===== config.mk =====
export PLATFORM = sky130hd
export DESIGN_NAME = cpu_oam_dma
export DESIGN_NICKNAME = d
export VERILOG_FILES = /design/src/rtl/cpu_oam_dma.sv
export SDC_FILE = /design/constraint.sdc
export NUM_CORES = 1
export LEC_CHECK = 0
export ABC_AREA = 1
export CAP_MARGIN = 20
export CORE_AREA = 2 2 61 63
export DETAILED_ROUTE_END_ITERATION = 12
export DIE_AREA = 0 0 63 65
export GPL_TIMING_DRIVEN = 0
export PLACE_DENSITY = 0.88
export REMOVE_ABC_BUFFERS = 1
export SYNTH_ARGS = -nofsm -noshare
export SYNTH_HDL_FRONTEND = slang
export SYNTH_SLANG_ARGS = --single-unit

===== constraint.sdc =====
create_clock -name clk -period 1.75 [get_ports clk]
set_input_delay 0.35 -clock clk [delete_from_list [all_inputs] [get_ports clk]]
set_output_delay 0.35 -clock clk [all_outputs]
set_load 0.01 [all_outputs]

===== src/rtl/cpu_oam_dma.sv =====
// Sprite DMA: passes CPU bus traffic through until the DMA register is written, then halts
// the CPU and copies one 256-byte page into the OAM data port as read/write cycle pairs.
module cpu_oam_dma #(
    parameter logic [15:0] DMA_REG_ADDR  = 16'h4014,
    parameter logic [15:0] OAM_DATA_ADDR = 16'h2004
) (
    input  logic        clk,
    input  logic        rst,
    input  logic [15:0] cpu_mem_addr,
    input  logic [7:0]  cpu_data_out,
    input  logic        cpu_write_en,
    input  logic        cpu_read_en,
    input  logic [7:0]  bus_data_in,
    output logic [15:0] bus_addr,
    output logic [7:0]  bus_data_out,
    output logic        bus_write_en,
    output logic        bus_read_en,
    output logic        cpu_halt,
    output logic        dma_active
);

    typedef enum logic [2:0] {
        IDLE,
        HALT,
        ALIGN,
        READ,
        WRITE
    } state_t;

    state_t      state;
    logic [7:0]  page;
    logic [7:0]  idx;
    logic        parity;
    logic        halt_q;

    wire trigger = cpu_write_en && (cpu_mem_addr == DMA_REG_ADDR);

    always_ff @(posedge clk) begin
        if (!rst) begin
            state  <= IDLE;
            page   <= 8'h00;
            idx    <= 8'h00;
            parity <= 1'b0;
            halt_q <= 1'b0;
        end else begin
            parity <= ~parity;
            case (state)
                IDLE: begin
                    if (trigger) begin
                        page   <= cpu_data_out;
                        idx    <= 8'h00;
                        halt_q <= 1'b1;
                        state  <= HALT;
                    end
                end
                // Reads must land on even cycles; parity=1 now means the next cycle is even.
                HALT:  state <= parity ? READ : ALIGN;
                ALIGN: state <= READ;
                READ:  state <= WRITE;
                WRITE: begin
                    if (idx == 8'hFF) begin
                        halt_q <= 1'b0;
                        state  <= IDLE;
                    end else begin
                        idx   <= idx + 8'd1;
                        state <= READ;
                    end
                end
                default: begin
                    halt_q <= 1'b0;
                    state  <= IDLE;
                end
            endcase
        end
    end

    assign cpu_halt   = halt_q;
    assign dma_active = halt_q;

    // While the DMA owns the bus the CPU-side inputs never reach the bus.
    always_comb begin
        bus_addr     = cpu_mem_addr;
        bus_data_out = cpu_data_out;
        bus_write_en = cpu_write_en;
        bus_read_en  = cpu_read_en;
        case (state)
            IDLE: begin
            end
            READ: begin
                bus_addr     = {page, idx};
                bus_data_out = 8'h00;
                bus_write_en = 1'b0;
                bus_read_en  = 1'b1;
            end
            WRITE: begin
                bus_addr     = OAM_DATA_ADDR;
                bus_data_out = bus_data_in;
                bus_write_en = 1'b1;
                bus_read_en  = 1'b0;
            end
            default: begin
                bus_addr     = {page, idx};
                bus_data_out = 8'h00;
                bus_write_en = 1'b0;
                bus_read_en  = 1'b0;
            end
        endcase
    end

endmodule


* Word level (Yosys, flattened, before mapping)
Cells that the tools add are included.
Widths: inputs -> output; s select.
** Operators by class
- Bitwise gates (word level) :: 2
- Equality and inequality tests :: 9
- Add/sub/neg operators :: 1
- Reductions and logical operators :: 7
- Multiplexer cells :: 14
** Operator list (count)
- $pmux 16 s2 :: 1
- $pmux 8 s2 :: 2
- $eq 16x15->1 const B :: 1
- $mux 8 :: 2
- $pmux 3 s5 :: 1
- $add 8x1->8 const B :: 1
- $eq 8x8->1 const B :: 1
- $eq 3x2->1 const B :: 2
- $ne 2x2->1 const B :: 3
- $reduce_and 3->1 :: 2
- $pmux 1 s2 :: 2
- $eq 3x1->1 const B :: 1
- $eq 3x3->1 const B :: 1
- $logic_not 3->1 :: 1
- $mux 1 :: 3
- $mux 3 :: 1
- $pmux 1 s3 :: 1
- $reduce_or 3->1 :: 1
- $mux 2 :: 1
- $not 1->1 :: 2
- $reduce_and 2->1 :: 1
- $reduce_bool 2->1 :: 1
- $logic_and 1x1->1 :: 1
** Word-level totals
- Register bits after elaboration :: 21
- Output and inout bits :: 28
- Input bits :: 36
- Logic and storage cells :: 38

* Longest topological paths before layout
- Depth after elaboration :: 4
- Mapped depth :: 9
- Depth with buffers taken out :: 8

* Worst setup path after synthesis
OpenSTA, ideal clock, no wires.
- Path type :: reg-to-output
- Start point :: register state[0]
- End point :: output bus_addr[14]
- Data arrival time :: 1097 ps
- Stages on the path, launching flop included :: 7
- Path slack :: 303 ps
- Buffers on the path :: 1
- Data required time :: 1400 ps
- Cells stage by stage :: dfxtp_1 -> nor2_4 -> inv_2 -> nor2_8 -> buf_2 -> nand2_1 -> o21ai_0
** Between the ends
- Longest elaborated chain between the ends :: 2
** Ends and longest elaborated chain
- start, declared :: RTL line 30 : state_t state;
- start signal, assigned :: RTL line 57 : HALT: state <= parity ? READ : ALIGN;
- $eq 3x3->1 / $logic_not 3->1 (equally long branches) :: RTL line 86 : case (state)
- $pmux 16 s2 (*) :: RTL line 86
- end, declared :: RTL line 14 : output logic [15:0] bus_addr,
Mark *: on every way between the ends. The rest lies on a longest branch, timed or not.

* Final worst setup path
- Start point :: register state[1]
- End point :: output bus_data_out[4]
** Between the ends
- Longest elaborated chain between the ends :: 2
** Ends and longest elaborated chain
- $eq 3x3->1 / $logic_not 3->1 (equally long branches) :: RTL line 86
- $pmux 8 s2 (*) :: RTL line 86
- end, declared :: RTL line 15 : output logic [7:0] bus_data_out,
Marked as above.

==> impl_metrics.json <==
{
  "run_status": "complete, but fails checks",
  "violated_checks": "setup timing",
  "muxShareOfSynthArea_pct": 0,
  "clock_tree_from_tritoncts": "done",
  "post_route_cells_drive_above_1_share_pct": 30.98,
  "post_drt_via_cell_ratio": 5.441,
  "timing_worst_slew_pin_value_ns": 0.5275,
  "post_synth_xor_area_fraction_pct": 0,
  "worst_setup_hold_path_clk_slew_ns": 0.12,
  "nNetsFinal": 335,
  "final_min_period_over_clock_period_pct": 105.2,
  "post_synth_num_cell_types": 29,
  "pre_cts_ws_ns": -0.6438,
  "antenna_violations_before_repair": 0,
  "place.detailed.hpwl_um": 2827,
  "startpoint_type": "register",
  "synth_seq_area_share_pct": 30.66,
  "die-height_um": 65,
  "critPathMaxStageDelay_ns": 0.35,
  "kind_of_critical_path": "reg -> out",
  "timing.critical_path.arrival_ns": 1.49,
  "fp.dieW_um": 63,
  "finalWeightedCongestion": 0.8457,
  "detail-route-antenna-nets": 0,
  "cpLargestDelayFamily": "buffers and inverters",
  "crit_path_cell_trace": "nor2_4, buf_6, nand2_4, inv_6, buf_12, a22o_1, buf_2",
  "dieArea_mm2": 0.004095,
  "setup.reg_to_reg.worst_slack_ns": 0.08,
  "cts_root_buf": "clkbuf_4",
  "slew_violations": 0,
  "post_synth.cell_area_avg_um2": 6.468,
  "instance_count_of_the_mapped_netlist": 212,
  "fillerInstances": 290,
  "min_period_ns": 1.842,
  "clock_network_latency_to_the_later_pin_of_the_worst_skew_pair_ns": 0.31,
  "maxCapViolCount": 0,
  "initial_utilization_pct": 39.23,
  "rsz0062_at_grt": "yes",
  "power.static_leakage_nw": 1.067,
  "crit_path_max_fanout": 4,
  "clock_sinks": 21,
  "drt_first_pass_iters": 5,
  "clock.fmax_mhz": 543.0,
  "fp-row-count": 22,
  "crit_path_end_kind": "output port",
  "via_count": 1877,
  "grt_pass1_wl_um": 7665,
  "clock_tree.buffer_depth": 2,
  "cts_made_buffers": 3,
  "cpMaxStageDelayCell": "dfxtp_2",
  "ir_worst_vdd_mv": 0.4487,
  "critical_path_buf_inv_count": 4,
  "largest_net_degree_at_the_start_of_global_routing": 26,
  "detail_route.drc_violations": 0,
  "drt_iter0_markers": 119,
  "worst_hold_path_type": "reg -> reg",
  "grt_util_all_layers_pct": 23.53,
  "core_area_mm2": 0.003496,
  "postLayoutCoreUtil_pct": 67.22,
  "cp_data_required_time_ns": 1.40,
  "simple_gate_share_of_the_synthesized_area_pct": 32.66,
  "layout_setup_ws_ns": -0.09174,
  "ys_seq_elements": 21,
  "main_combinational_cell_family_by_area_after_synthesis": "simple AND/OR/NAND/NOR gates",
  "overall_routed_net_length_um": 5533,
  "cts-htree-levels": 1,
  "clock_skew_after_layout_ns": 0.003326,
  "hold_violations": 0,
  "grt_overflow": 0,
  "netlist_area_mm2": 0.001371,
  "power_per_cell_area_mw_per_mm2": 730.0,
  "worst_slew_margin_rel_pct": 64.62,
  "insertedDiodeCount": 0,
  "synth_compound_area_share_pct": 21.81,
  "port_buffers": 63,
  "synthesis.yosys.warnings": 0,
  "area_growth_syn_to_layout_pct": 71.35,
  "wire_per_inst_um": 16.04,
  "final_setup_fails": 19,
  "grt_pass1_vias": 1705,
  "io_pins": 64,
  "holdBufCountCts": 0,
  "synth-adder-area-share_pct": 0.9124
}
[logic make-up after synthesis]
family                   Yosys count
AND/OR/NAND/NOR                   97
AO/OA/AOI/OAI                     50
buffers and inverters             43
flip-flops                        21
adder cells (fa/ha/maj)            1
[Yosys cell counts]
master / n / area, µm²
a21boi_1: 1 / 7.510
a21oi_1: 12 / 60.06
a22o_1: 8 / 70.07
buf_1: 1 / 3.750
buf_2: 3 / 15.01
buf_4: 1 / 7.510
buf_6: 3 / 33.78
clkbuf_1: 1 / 3.750
clkinv_1: 3 / 11.26
dfxtp_1: 21 / 420.4
ha_1: 1 / 12.51
inv_1: 28 / 105.1
inv_2: 3 / 11.26
nand2_1: 41 / 153.9
nand2_2: 1 / 6.260
nand3_1: 18 / 90.09
nand3_2: 2 / 20.02
nand3_4: 1 / 17.52
nand4_1: 1 / 6.260
nor2_1: 29 / 108.9
nor2_2: 1 / 6.260
nor2_4: 1 / 11.26
nor2_8: 1 / 20.02
nor3b_1: 1 / 7.510
o21ai_0: 12 / 60.06
o21ai_1: 9 / 45.04
o21ai_2: 2 / 17.52
o21bai_1: 1 / 7.510
o22ai_1: 5 / 31.28
[repair_timing]
| item | in CTS | in global routing |
|---|---|---|
| gates cloned | 1 | 2 |
| setup endpoints to repair | 43 | 40 |
| pin swaps | 4 | 3 |
| gates resized for setup | 140 | 22 |
| setup buffers | 17 | 7 |
[registers in the layout (all words and copies together) (netlist names)]
register	flops
idx	8
page	8
state	3
cpu_halt	1
parity	1
[placed cells by master (no fill, tap or decap), types with 2 or more instances in the layout]
| cell | instances |
|---|---|
| nand2_4 | 3 |
| nor2_4 | 5 |
| o21ai_2 | 4 |
| nand2_2 | 6 |
| dfxtp_2 | 2 |
| inv_1 | 28 |
| buf_2 | 25 |
| buf_4 | 11 |
| nand2_1 | 33 |
| clkinv_1 | 3 |
| a21oi_1 | 10 |
| nand3_2 | 3 |
| nand3_1 | 18 |
| o21ai_1 | 13 |
| a22o_1 | 8 |
| clkbuf_4 | 3 |
| dfxtp_1 | 18 |
| nor2_1 | 26 |
| buf_6 | 8 |
| a21oi_2 | 2 |
| o21ai_0 | 5 |
| buf_12 | 5 |
| o22ai_2 | 5 |
| clkdlybuf4s50_1 | 37 |
[per-stage QoR]
stage          power [W]  TNS, ns  hold slack (ns)  cell area, µm²  cells
3_3_place_gp    0.001141   -15.33           0.4068            1998    314
6_report        0.001715  -0.8563           0.4220            2350    345
2_1_floorplan  0.0007840        0           0.3928            1308    203
5_1_grt         0.001787   -2.175           0.4427            2350    345
4_1_cts         0.001530  -0.6645           0.4238            2185    336
3_5_place_dp    0.001148   -16.42           0.4069            1998    314
[report_power, final]
part           switching (W)  internal, W
combinational       0.000471     0.000506
sequential        0.00000947     0.000487
clock               0.000153    0.0000891
total               0.000634      0.00108
[per-layer routing]
metal	wire length, µm	part of all wire (%)	track usage, %	up-vias
met3	437	7.9	7.118	22
met1	2097	38	26.66	872
met5	0	0	0	-
li1	-	-	-	870
met4	161	2.9	8.333	0
met2	2836	51	41.76	113
[worst paths after layout]
| kind | startpoint | endpoint | cells after the start |
|---|---|---|---|
| setup reg to reg | state[1] | idx[5] | 11 |
| hold reg to reg | parity | parity | 1 |
| setup / recovery | state[1] | bus_data_out[4] | 7 |
| hold / removal | parity | parity | 1 |
[worst register-to-register path: stages (launching register included)]
cell and delay (ns):
dfxtp_2 0.35, nor2_4 0.15, buf_6 0.14, nand2_4 0.07, inv_6 0.09, buf_6 0.12, buf_4 0.15, o21ai_4 0.07
buf_12 0.15, nand2_2 0.12, nand2_1 0.07, a21oi_1 0.12
[area by class of cell]
type                            count  area, µm²  share of cell area [%]
Multi-Input combinational cell    150      895.9                   38.13
Timing Repair Buffer               88      798.3                   33.97
Sequential cell                    21      426.7                   18.16
Inverter                           34      142.6                   6.070
Tap cell                           48      60.06                   2.556
Clock buffer                        4      26.28                   1.118
Power figures use the tool's default switching activity.
